[src/rtl/volume_step_controller.sv]
// Volume step controller: synchronises and debounces up/down keys, keeps a target
// gain shift code, and ramps the applied shift one step per sample frame.
// Optional auto-repeat while a key is held: define VOLUME_AUTOREPEAT_EN.
module volume_step_controller #(
  parameter int DEBOUNCE_CYCLES = 500000,
  parameter int MAX_SHIFT       = 8,
  parameter int REPEAT_CYCLES   = 12500000
) (
  input  logic       CLK,
  input  logic       RESET_N,
  input  logic       key_up_n,
  input  logic       key_down_n,
  input  logic       sample_strobe,
  output logic [3:0] target_shift,
  output logic [3:0] gain_shift,
  output logic       at_max,
  output logic       at_min,
  output logic       ramp_busy
);

  typedef enum logic [1:0] {RELEASED, PRESS_WAIT, HELD, RELEASE_WAIT} key_state_e;

  localparam int CNT_W = $clog2(DEBOUNCE_CYCLES + 1);
  localparam int UP    = 0;
  localparam int DN    = 1;

  logic [1:0]       sync1_q, sync2_q;
  key_state_e       state_q [2];
  key_state_e       state_d [2];
  logic [CNT_W-1:0] cnt_q   [2];
  logic [CNT_W-1:0] cnt_d   [2];
  logic [1:0]       press_evt;
  logic [1:0]       key_evt;
  logic [3:0]       target_q, target_d;
  logic [3:0]       gain_q, gain_d;

  // Keys idle high, so the synchroniser resets to the released level.
  always_ff @(posedge CLK or negedge RESET_N) begin
    if (!RESET_N) begin
      sync1_q <= 2'b11;
      sync2_q <= 2'b11;
    end else begin
      sync1_q <= {key_down_n, key_up_n};
      sync2_q <= sync1_q;
    end
  end

  // NOTE: every variable gets a default before the case so no latch is inferred.
  // The first qualifying cycle is the one that leaves RELEASED/HELD, hence count 1.
  always_comb begin
    for (int k = 0; k < 2; k++) begin
      state_d[k]   = state_q[k];
      cnt_d[k]     = cnt_q[k];
      press_evt[k] = 1'b0;
      unique case (state_q[k])
        RELEASED: if (!sync2_q[k]) begin
          state_d[k] = PRESS_WAIT;
          cnt_d[k]   = CNT_W'(1);
        end
        PRESS_WAIT: if (sync2_q[k]) begin
          state_d[k] = RELEASED;
          cnt_d[k]   = '0;
        end else if (cnt_q[k] == CNT_W'(DEBOUNCE_CYCLES - 1)) begin
          state_d[k]   = HELD;
          cnt_d[k]     = '0;
          press_evt[k] = 1'b1;
        end else begin
          cnt_d[k] = cnt_q[k] + CNT_W'(1);
        end
        HELD: if (sync2_q[k]) begin
          state_d[k] = RELEASE_WAIT;
          cnt_d[k]   = CNT_W'(1);
        end
        RELEASE_WAIT: if (!sync2_q[k]) begin
          state_d[k] = HELD;
          cnt_d[k]   = '0;
        end else if (cnt_q[k] == CNT_W'(DEBOUNCE_CYCLES - 1)) begin
          state_d[k] = RELEASED;
          cnt_d[k]   = '0;
        end else begin
          cnt_d[k] = cnt_q[k] + CNT_W'(1);
        end
        default: begin
          state_d[k] = RELEASED;
          cnt_d[k]   = '0;
        end
      endcase
    end
  end

  // NOTE: state arrays are small control registers, so they take the async reset too.
  always_ff @(posedge CLK or negedge RESET_N) begin
    if (!RESET_N) begin
      for (int k = 0; k < 2; k++) begin
        state_q[k] <= RELEASED;
        cnt_q[k]   <= '0;
      end
    end else begin
      for (int k = 0; k < 2; k++) begin
        state_q[k] <= state_d[k];
        cnt_q[k]   <= cnt_d[k];
      end
    end
  end

`ifdef VOLUME_AUTOREPEAT_EN
  localparam int RPT_W = $clog2(REPEAT_CYCLES + 1);

  logic [RPT_W-1:0] rpt_q [2];
  logic [RPT_W-1:0] rpt_d [2];
  logic [1:0]       rpt_evt;

  // Counting starts on the first cycle spent in HELD and stops the moment HELD is left.
  always_comb begin
    for (int k = 0; k < 2; k++) begin
      rpt_d[k]   = '0;
      rpt_evt[k] = 1'b0;
      if (state_q[k] == HELD && state_d[k] == HELD) begin
        if (rpt_q[k] == RPT_W'(REPEAT_CYCLES - 1)) begin
          rpt_evt[k] = 1'b1;
        end else begin
          rpt_d[k] = rpt_q[k] + RPT_W'(1);
        end
      end
    end
  end

  always_ff @(posedge CLK or negedge RESET_N) begin
    if (!RESET_N) begin
      for (int k = 0; k < 2; k++) rpt_q[k] <= '0;
    end else begin
      for (int k = 0; k < 2; k++) rpt_q[k] <= rpt_d[k];
    end
  end

  assign key_evt = press_evt | rpt_evt;
`else
  assign key_evt = press_evt;
`endif

  // Simultaneous up and down cancel each other.
  always_comb begin
    target_d = target_q;
    if (key_evt[UP] && !key_evt[DN] && target_q != 4'(MAX_SHIFT)) begin
      target_d = target_q + 4'd1;
    end else if (key_evt[DN] && !key_evt[UP] && target_q != 4'd0) begin
      target_d = target_q - 4'd1;
    end
  end

  always_comb begin
    gain_d = gain_q;
    if (sample_strobe && gain_q != target_q) begin
      gain_d = (gain_q < target_q) ? gain_q + 4'd1 : gain_q - 4'd1;
    end
  end

  // NOTE: sequential state uses non-blocking assignments so all flops update together.
  always_ff @(posedge CLK or negedge RESET_N) begin
    if (!RESET_N) begin
      target_q <= 4'd0;
      gain_q   <= 4'd0;
    end else begin
      target_q <= target_d;
      gain_q   <= gain_d;
    end
  end

  assign target_shift = target_q;
  assign gain_shift   = gain_q;
  assign at_max       = (target_q == 4'(MAX_SHIFT));
  assign at_min       = (target_q == 4'd0);
  assign ramp_busy    = (gain_q != target_q);

endmodule

[config.mk]
export PLATFORM = sky130hd
export DESIGN_NAME = volume_step_controller
export DESIGN_NICKNAME = d
export VERILOG_FILES = /design/src/rtl/volume_step_controller.sv
export SDC_FILE = /design/constraint.sdc
export NUM_CORES = 1
export LEC_CHECK = 0
export ABC_AREA = 1
export BUFFER_PORTS_ARGS = -buffer_cell sky130_fd_sc_hd__buf_2
export CORE_AREA = 2 2 80 90
export CTS_BUF_LIST = sky130_fd_sc_hd__clkbuf_16
export DETAILED_ROUTE_END_ITERATION = 8
export DIE_AREA = 0 0 82 92
export PLACE_DENSITY_LB_ADDON = 0.15
export SLEW_MARGIN = 20
export SYNTH_ARGS = -nofsm -noshare
export SYNTH_HDL_FRONTEND = slang
export SYNTH_SLANG_ARGS = --single-unit
[constraint.sdc]
create_clock -name CLK -period 4.09 [get_ports CLK]
set_clock_uncertainty 0.05 [all_clocks]
set_input_delay 0.2045 -clock CLK [delete_from_list [all_inputs] [get_ports CLK]]
set_output_delay 0.2045 -clock CLK [all_outputs]
set_load 0.05 [all_outputs]
==> flow_metrics.tcl <==
set metrics [dict create \
    p_leak_nw 1.63 \
    grt_max_degree 55 \
    wl_per_cell_um 12.6 \
    rsz0062_at_grt "false" \
    end_kind "flip-flop" \
    ant_nets 0 \
    drv_cap 0 \
    worstMarginPinSlew_ns 0.673 \
    cts.path.max_buffers 2 \
    tns_ns 0 \
    crit_end "target_shift[3]$_DFFE_PN0P_" \
    portBuffers 15 \
    dr.pass1.iters 4 \
    cp_cell_sequence "ha_1, nand3_2, nor3_1, and3_1, nand3_1, ha_1, nand2_1, nand2_1, a31oi_1, inv_1, nand2_1, nand3_1, nand2_1, nand2_1" \
    power_density_nw_per_um2 469 \
    coreArea_um2 6730 \
    r2r_cells 14 \
    ys_types 38 \
    syn_area_per_cell_um2 7.83 \
    worstHoldPathType "in2async" \
    synth_edf_count 0 \
    post_cts_resized 0 \
    slowest_delay_ns 0.40 \
    dieHeight_um 92 \
    final_common_cell "nand2_1" \
    nets 455 \
    htree_num_levels 2 \
    dp_hpwl_um 4930 \
    syn_nets 433 \
    grt_pass1_vias 2645 \
    crit-reg2reg-capture "target_shift[3]$_DFFE_PN0P_" \
    multi_input_area_um2 1640 \
    std_cell_rows 32 \
    slew_headroom_pct 55.1 \
    critPathLaunchType "flip-flop" \
    io_pins 16 \
    setup_viol 0 \
    fin_hold_ws_ns -0.00696 \
    reg2reg_from "cnt_q[19]$_DFFE_PN0P_" \
    cp_slowest_cell "dfrtp_1" \
    cts.reportedPaths.clkPinSlew_ns 0.07 \
    cts_tree "done" \
    synth_area_um2 3260 \
    fp.dieW_um 82 \
    insertedDiodeCount 0 \
    drc 0 \
    worst-setup-path-type "reg2reg" \
    drive_gt1_share_pct 14.6 \
    synth_top_area_share_pct 38.4 \
    required_ns 4.22 \
    die_area_um2 7540 \
    ys_seq_elements 54 \
    cp.arrival_ns 2.69 \
    ir_worst_vdd_mv 0.332 \
    insertion_delay_ns 0.29 \
    timing.final.crit_share_pct 62.7 \
    synthFlopType "dfrtp_1" \
    maxSlewViolCount 0 \
    violations "hold timing" \
    synthArstFlopShare_pct 100 \
    route.detailed.vias_per_inst 5.14 \
    drt-total-wl_um 6600 \
    ff2ff_setup_slack_ns 1.53 \
    area_delta_synth_final_pct 10.1 \
    gp_congestion 0.887 \
    start_util_pct 48.4 \
    hold_viol 17 \
    seq_area_um2 1360 \
    status "finished, violations left" \
    syn_inst 416 \
    synth_seq_area_share_pct 41.6 \
    via_count 2692 \
    fill_cells 625 \
    dp_cells 514 \
    root_buffer "clkbuf_16" \
    ys_warn_count 0 \
    clkSinkCount 54 \
    layout_common_cells "80 x nand2_1, 58 x inv_1, 50 x dfrtp_1" \
    min_period_ns 2.56 \
    antenna_found_initial 0 \
    cts-buffers-inserted 5 \
    crit_top_cell "nand2_1" \
    yosysTopAreaCell "dfrtp_1" \
    stdcell_count 524 \
    max_freq_ghz 0.390 \
    crit_fanout 4 \
    ys_top_cells_by_area "dfrtp_1 38%, nand2_1 9.2%, inv_1 6.6%" \
    grt_pass1_wl_um 11900 \
    drt_iter0_drc 119 \
    grt_usage_pct 20.1 \
    grt-ovfl-total 0 \
    crit_path_start "cnt_q[19]$_DFFE_PN0P_" \
]
[worst max-delay path: cells and delay by family (launching register included)]
| kind | cells | cell delay, ns |
|---|---|---|
| AO/OA/AOI/OAI | 1 | 0.21 |
| adder cells (fa/ha/maj) | 2 | 0.60 |
| buffers and inverters | 1 | 0.07 |
| flip-flops | 1 | 0.40 |
| AND/OR/NAND/NOR | 10 | 1.13 |
[worst min path at each step]
| stage | start | endpoint | cells past startpoint |
|---|---|---|---|
| after CTS | RESET_N | cnt_q[27]$_DFFE_PN0P_ | 2 |
| after detailed placement | key_down_n | sync1_q[1]$_DFF_PN1_ | 1 |
| after floorplan | RESET_N | async pin | 0 |
| final | RESET_N | cnt_q[31]$_DFFE_PN0P_ | 2 |
| after global routing | RESET_N | cnt_q[27]$_DFFE_PN0P_ | 2 |
| after global placement | key_down_n | sync1_q[1]$_DFF_PN1_ | 1 |
[cell usage after synthesis, types with 2 or more instances]
cell,n
a31oi_1,5
xnor2_1,3
xor2_1,11
or2_2,2
dfrtp_1,50
nor2_2,7
o21ai_1,5
nor3_2,2
o21a_1,4
o21ai_0,19
inv_2,9
nor4_1,2
nand3_4,2
fa_1,2
ha_1,10
nand2_1,80
nand4_1,10
dfstp_2,4
o22ai_1,5
nand2_2,6
nor2_4,2
inv_1,57
nor3_1,11
nor2_1,48
nand3_1,27
a21oi_1,17
nand3_2,5
[kinds of logic after synthesis]
group | share of synthesized area [%]
compound gates | 10.2
xor+xnor | 3.76
fa+ha+maj | 5.07
buf+inv | 8.10
flops | 41.6
simple gates | 31.2
[cell type report]
| class | instances | share of cell area, % |
|---|---|---|
| multi-input cells | 293 | 45.6 |
| flip-flops and latches | 54 | 37.8 |
| inverters | 66 | 6.90 |
| clock buffers | 5 | 3.49 |
| well taps | 85 | 2.96 |
| repair buffers | 18 | 2.86 |
| clock inverters | 3 | 0.349 |
[state kept, by name, summed over array words and instances (netlist names), named ones only]
signal        count
cnt_q            38
gain_shift        4
state_q           2
sync1_q           2
sync2_q           2
target_shift      4
[power breakdown]
part | switching, mW | total, mW | internal, mW
Clock | 0.184 | 0.406 | 0.222
Sequential | 0.0625 | 0.666 | 0.604
Combinational | 0.420 | 0.610 | 0.190
Total | 0.666 | 1.68 | 1.02
[metrics by stage]
step | worst slack [ns] | power (mW) | area (um2) | hold WS, ns | utilization, %
floorplan | 1.41 | 1.16 | 3260 | -0.141 | -
global placement | 1.66 | 1.29 | 3430 | 0.260 | 51.0
detailed placement | 1.57 | 1.30 | 3430 | 0.261 | 51.0
CTS | 1.55 | 1.70 | 3590 | 0.0232 | 53.3
global route | 1.23 | 1.84 | 3590 | 0.0775 | 53.3
finish | 1.53 | 1.68 | 3590 | -0.00696 | 53.3
[layer usage]
layer | track usage [%] | wire length (um) | vias up
li1 | - | - | 1393
met1 | 26.1 | 3070 | 1255
met2 | 34.5 | 3320 | 34
met3 | 3.35 | 146 | 10
met4 | 4.58 | 74 | 0
met5 | 0 | 0 | -
[timing repair]
| item | 4_1_cts | 5_1_grt |
|---|---|---|
| buffers inserted | 0 | 0 |
| setup endpoints to repair | 0 | 0 |
| hold endpoints to repair | 2 | 0 |
| hold buffers | 2 | 0 |
Power figures use the tool's default switching activity.
